===== src/rtl/hazard_ctrl.sv =====
// Pipeline hazard/stall controller: load-use detection, branch flush gating,
// data-memory wait tracking with a watchdog, and stall/flush event counters.
module hazard_ctrl #(
  parameter int TIMEOUT = 255,
  parameter int CNT_W   = 32
) (
  input  logic             clk_i,
  input  logic             rst_i,
  input  logic [4:0]       if_id_rs1_i,
  input  logic [4:0]       if_id_rs2_i,
  input  logic [4:0]       id_ex_rd_i,
  input  logic             id_ex_memread_i,
  input  logic             branch_taken_i,
  input  logic             mem_req_i,
  input  logic             mem_ack_i,
  output logic             pc_write_o,
  output logic             if_id_stall_o,
  output logic             if_id_flush_o,
  output logic             id_ex_bubble_o,
  output logic             mem_stall_o,
  output logic             err_o,
  output logic [CNT_W-1:0] stall_cnt_o,
  output logic [CNT_W-1:0] flush_cnt_o
);

  typedef enum logic [1:0] {ST_IDLE, ST_WAIT, ST_ERR} state_t;

  localparam logic [15:0] TIMEOUT_L = 16'(TIMEOUT);
  localparam logic [CNT_W-1:0] CNT_ONE = {{(CNT_W-1){1'b0}}, 1'b1};

  state_t           state_reg, state_next;
  logic [15:0]      wait_cnt_reg, wait_cnt_next;
  logic [CNT_W-1:0] stall_cnt_reg, flush_cnt_reg;
  logic             lu, ms, flush;

  always_comb begin
    lu = id_ex_memread_i && (id_ex_rd_i != 5'd0) &&
         ((id_ex_rd_i == if_id_rs1_i) || (id_ex_rd_i == if_id_rs2_i));
  end

  // A request acked in the same cycle it appears never leaves IDLE.
  always_comb begin
    state_next    = state_reg;
    wait_cnt_next = wait_cnt_reg;
    ms            = 1'b0;
    case (state_reg)
      ST_IDLE: begin
        if (mem_req_i && !mem_ack_i) begin
          ms            = 1'b1;
          wait_cnt_next = 16'd1;
          state_next    = (TIMEOUT_L == 16'd1) ? ST_ERR : ST_WAIT;
        end
      end
      ST_WAIT: begin
        if (mem_ack_i) begin
          state_next    = ST_IDLE;
          wait_cnt_next = 16'd0;
        end else begin
          ms            = 1'b1;
          wait_cnt_next = wait_cnt_reg + 16'd1;
          if (wait_cnt_reg + 16'd1 == TIMEOUT_L) state_next = ST_ERR;
        end
      end
      ST_ERR:  ms = 1'b1;
      default: state_next = ST_IDLE;
    endcase
  end

  // Memory stall outranks load-use, which outranks the branch flush.
  always_comb begin
    flush          = branch_taken_i && !ms && !lu;
    pc_write_o     = 1'b0;
    if_id_stall_o  = 1'b0;
    if_id_flush_o  = 1'b0;
    id_ex_bubble_o = 1'b0;
    mem_stall_o    = 1'b0;
    if (!rst_i) begin
      pc_write_o     = !ms && !lu;
      if_id_stall_o  = lu;
      if_id_flush_o  = flush;
      id_ex_bubble_o = lu && !ms;
      mem_stall_o    = ms;
    end
  end

  always_ff @(posedge clk_i) begin
    if (rst_i) begin
      state_reg     <= ST_IDLE;
      wait_cnt_reg  <= 16'd0;
      stall_cnt_reg <= '0;
      flush_cnt_reg <= '0;
    end else begin
      state_reg    <= state_next;
      wait_cnt_reg <= wait_cnt_next;
      if (ms || lu) stall_cnt_reg <= stall_cnt_reg + CNT_ONE;
      if (flush)    flush_cnt_reg <= flush_cnt_reg + CNT_ONE;
    end
  end

  assign err_o       = (state_reg == ST_ERR);
  assign stall_cnt_o = stall_cnt_reg;
  assign flush_cnt_o = flush_cnt_reg;

endmodule


===== config.mk =====
export PLATFORM = sky130hd
export DESIGN_NAME = hazard_ctrl
export DESIGN_NICKNAME = d
export VERILOG_FILES = /design/src/rtl/hazard_ctrl.sv
export SDC_FILE = /design/constraint.sdc
export NUM_CORES = 1
export LEC_CHECK = 0
export ABC_CLOCK_PERIOD_IN_PS = 4250
export CAP_MARGIN = 30
export CORE_UTILIZATION = 60
export CTS_BUF_LIST = sky130_fd_sc_hd__clkbuf_4
export DETAILED_ROUTE_END_ITERATION = 10
export DONT_BUFFER_PORTS = 1
export GPL_TIMING_DRIVEN = 0
export PLACE_DENSITY = 0.78
export SYNTH_ARGS = -nofsm -noshare
export SYNTH_HDL_FRONTEND = slang
export SYNTH_SLANG_ARGS = --single-unit

===== constraint.sdc =====
create_clock -name clk_i -period 4.25 [get_ports clk_i]
set_input_delay 0.85 -clock clk_i [delete_from_list [all_inputs] [get_ports clk_i]]
set_output_delay 0.85 -clock clk_i [all_outputs]
set_load 0.03 [all_outputs]

==> results.cfg <==
[synthesis]
async_reset_ff_frac = 0
synth_ff_type = dfxtp_1
synth-edff-count = 0
ys_top_cells_by_area = dfxtp_1 36%, a21oi_1 6.5%, or4_1 4.7%
synth_top_area_cell = dfxtp_1
synth.most_common_cell = dfxtp_1
synthCells = 582
netlist_top_cells_count = 82 x dfxtp_1, 60 x a21oi_1, 55 x nor2_1
synth_top_area_frac = 0.355
ys_ff_latch = 82
yosysWarnings = 0
synth-seq-area-share = 0.355
syn_avg_cell_area_sq_um = 7.94
syn-cell-area_sq_um = 4620
netlist-cell-type-count = 63
synth_nets = 607

[floorplan]
fp.dieW_microns = 89.8
ios = 91
core_sq_um = 7330
floorplan.die_area_sq_um = 8060
dieHeight_microns = 89.8
fp-row-count = 31
initial_core_util = 0.630

[clocking]
htreeDepth = 3
postCtsSetupRepairBufs = 0
clk_latency_ps = 450
cts_hold_buf = 0
numCtsBuffers = 9
cts.repair.resized = 0
cts.clk_slew.worst_paths_ps = 140
cts_sinks = 82
cts_buffer_depth = 2
cts_tree = yes
cts_root_buffer = clkbuf_4

[run]
maxCapViolCount = 0

[global_routing]
grt_max_degree = 16
grt_usage = 0.297
antenna_found_initial = 0
grt_pass1_wl_microns = 19700
grt_pass1_vias = 4094
grt_overflow_total = 0

[sta]
setup_viol = 0
finalSetupTns_ps = 0
period_share = 0.839
slew_headroom = 0.355
max_freq_ghz = 0.280
worst_slew_pin_slew_ps = 960
whs_ps = 538
rsz0062_at_grt = no
fin_crit_ps = 3570
hold_violations = 0
final_max_slew_viol_count = 0
clock_skew_ps = 22.8

[cells_and_area]
n_fill_cell = 632
drive_above_1_share = 0.0753
n_antenna_cell = 0
fin_cells = 697
syn_to_final_growth_pct = 5.33
nets = 618

[detailed_routing]
drc = 0
totalWireLength_microns = 12100
num_vias = 4572
wire_per_inst_microns = 17.3
via_per_inst = 6.56
dr.pass1.iters = 5
drtIter0Drc = 227
antenna_left = 0

[pwr]
ir_worst_vdd_uv = 165
pwr_density_cell_nw_per_um2 = 272
power_mw = 1.32
power_leakage_nw = 1.49

[worst_hold_path]
hold_class = flip-flop to flip-flop

[outcome]
status = finished, final reports clean

[placement]
port_buffers = 0
place_congestion = 0.901
dpl.hpwl_microns = 8530
dp_cells = 681

[worst_setup_path]
cp-end-kind = output port
arrival_ps = 2720
cp_max_fo = 10
startpoint_type = primary input
crit_required_ps = 3400
worstSetupPathType = primary input to output port
-- cell usage in the layout, fill, tap and decap left out, types with 3 or more instances in the layout --
master    synthesis  layout
dfxtp_1          82      82
a21oi_1          60      60
nor2_1           55      55
nand2_1          36      36
nand3_1          30      30
or4_1            29      29
clkbuf_1         27      27
nand4_1          26      26
o31ai_1          24      24
o21ai_0          23      23
xnor2_1          19      19
inv_1            18      18
or3_1            15      15
and3_1           12      12
nor3_1           11      11
nor2b_1          11      11
clkbuf_4          0       9
buf_2             7       7
nand2b_1          6       6
nor4_1            6       6
and2_1            6       6
mux2_1            5       5
and4_1            4       4
mux2_2            4       4
a31o_1            4       4
a311oi_1          4       4
nand4b_1          4       4
ha_1              4       4
or2_2             3       3
a31o_2            3       3
a211oi_1          3       3
clkinv_4          0       3
-- where the power goes --
part | total, mW | switching, mW | internal [mW] | leakage (nW)
sequential | 0.790 | 0.0160 | 0.774 | 0.661
clock | 0.424 | 0.299 | 0.125 | 0.0678
combinational | 0.108 | 0.0778 | 0.0307 | 0.764
total | 1.32 | 0.392 | 0.930 | 1.49
-- worst max-delay path, stage by stage --
cell and delay, ps:
or4_1 560, o21ai_1 200, o21ai_1 250, clkbuf_1 350, nor2_1 500
-- per-layer routing --
metal / up-vias / GRT usage / wire, microns
li1: 2200 / - / -
met1: 2154 / 0.379 / 5160
met2: 200 / 0.490 / 5730
met3: 18 / 0.0854 / 1040
met4: 0 / 0.0806 / 148
met5: - / 0 / 0
-- through the flow --
| stage | setup slack (ps) | area, sq um | utilization |
|---|---|---|---|
| final | 685 | 4870 | 0.664 |
| after CTS | 710 | 4870 | 0.664 |
| after global routing | 541 | 4870 | 0.664 |
| after global placement | 742 | 4740 | 0.647 |
| after floorplan | 1010 | 4620 | - |
| after detailed placement | 710 | 4740 | 0.647 |
-- path summary, 6_finish.rpt --
kind,startpoint,to,slack (ps),cells past startpoint
worst max-delay path,id_ex_rd_i[1],pc_write_o,680,5
worst max register to register,flush_cnt_o[8],flush_cnt_o[20],1560,6
worst min-delay path,wait_cnt_reg[5],wait_cnt_reg[5],540,2
worst min register to register,wait_cnt_reg[5],wait_cnt_reg[5],540,2
-- cell families (layout without fill, tap and decap cells) --
group / Yosys count / after routing / share of synthesized area
AOI/OAI and AO/OA: 145 / 145 / 0.203
xor gates and xnor gates: 21 / 21 / 0.0398
adders and majority gates: 4 / 4 / 0.0108
buffers and inverters: 53 / 69 / 0.0458
DFF: 82 / 82 / 0.355
muxes: 11 / 11 / 0.0263
and+or+nand+nor: 266 / 266 / 0.319
-- layout make-up --
class,instances,area [sq um],area share
multi-input cells,447,2770,0.569
flip-flops and latches,82,1640,0.337
plain buffers,35,144,0.0296
well taps,99,124,0.0254
clock buffers,9,67.6,0.0139
inverters,18,67.6,0.0139
clock inverters,7,55.1,0.0113
(Power assumes the default switching activity.)
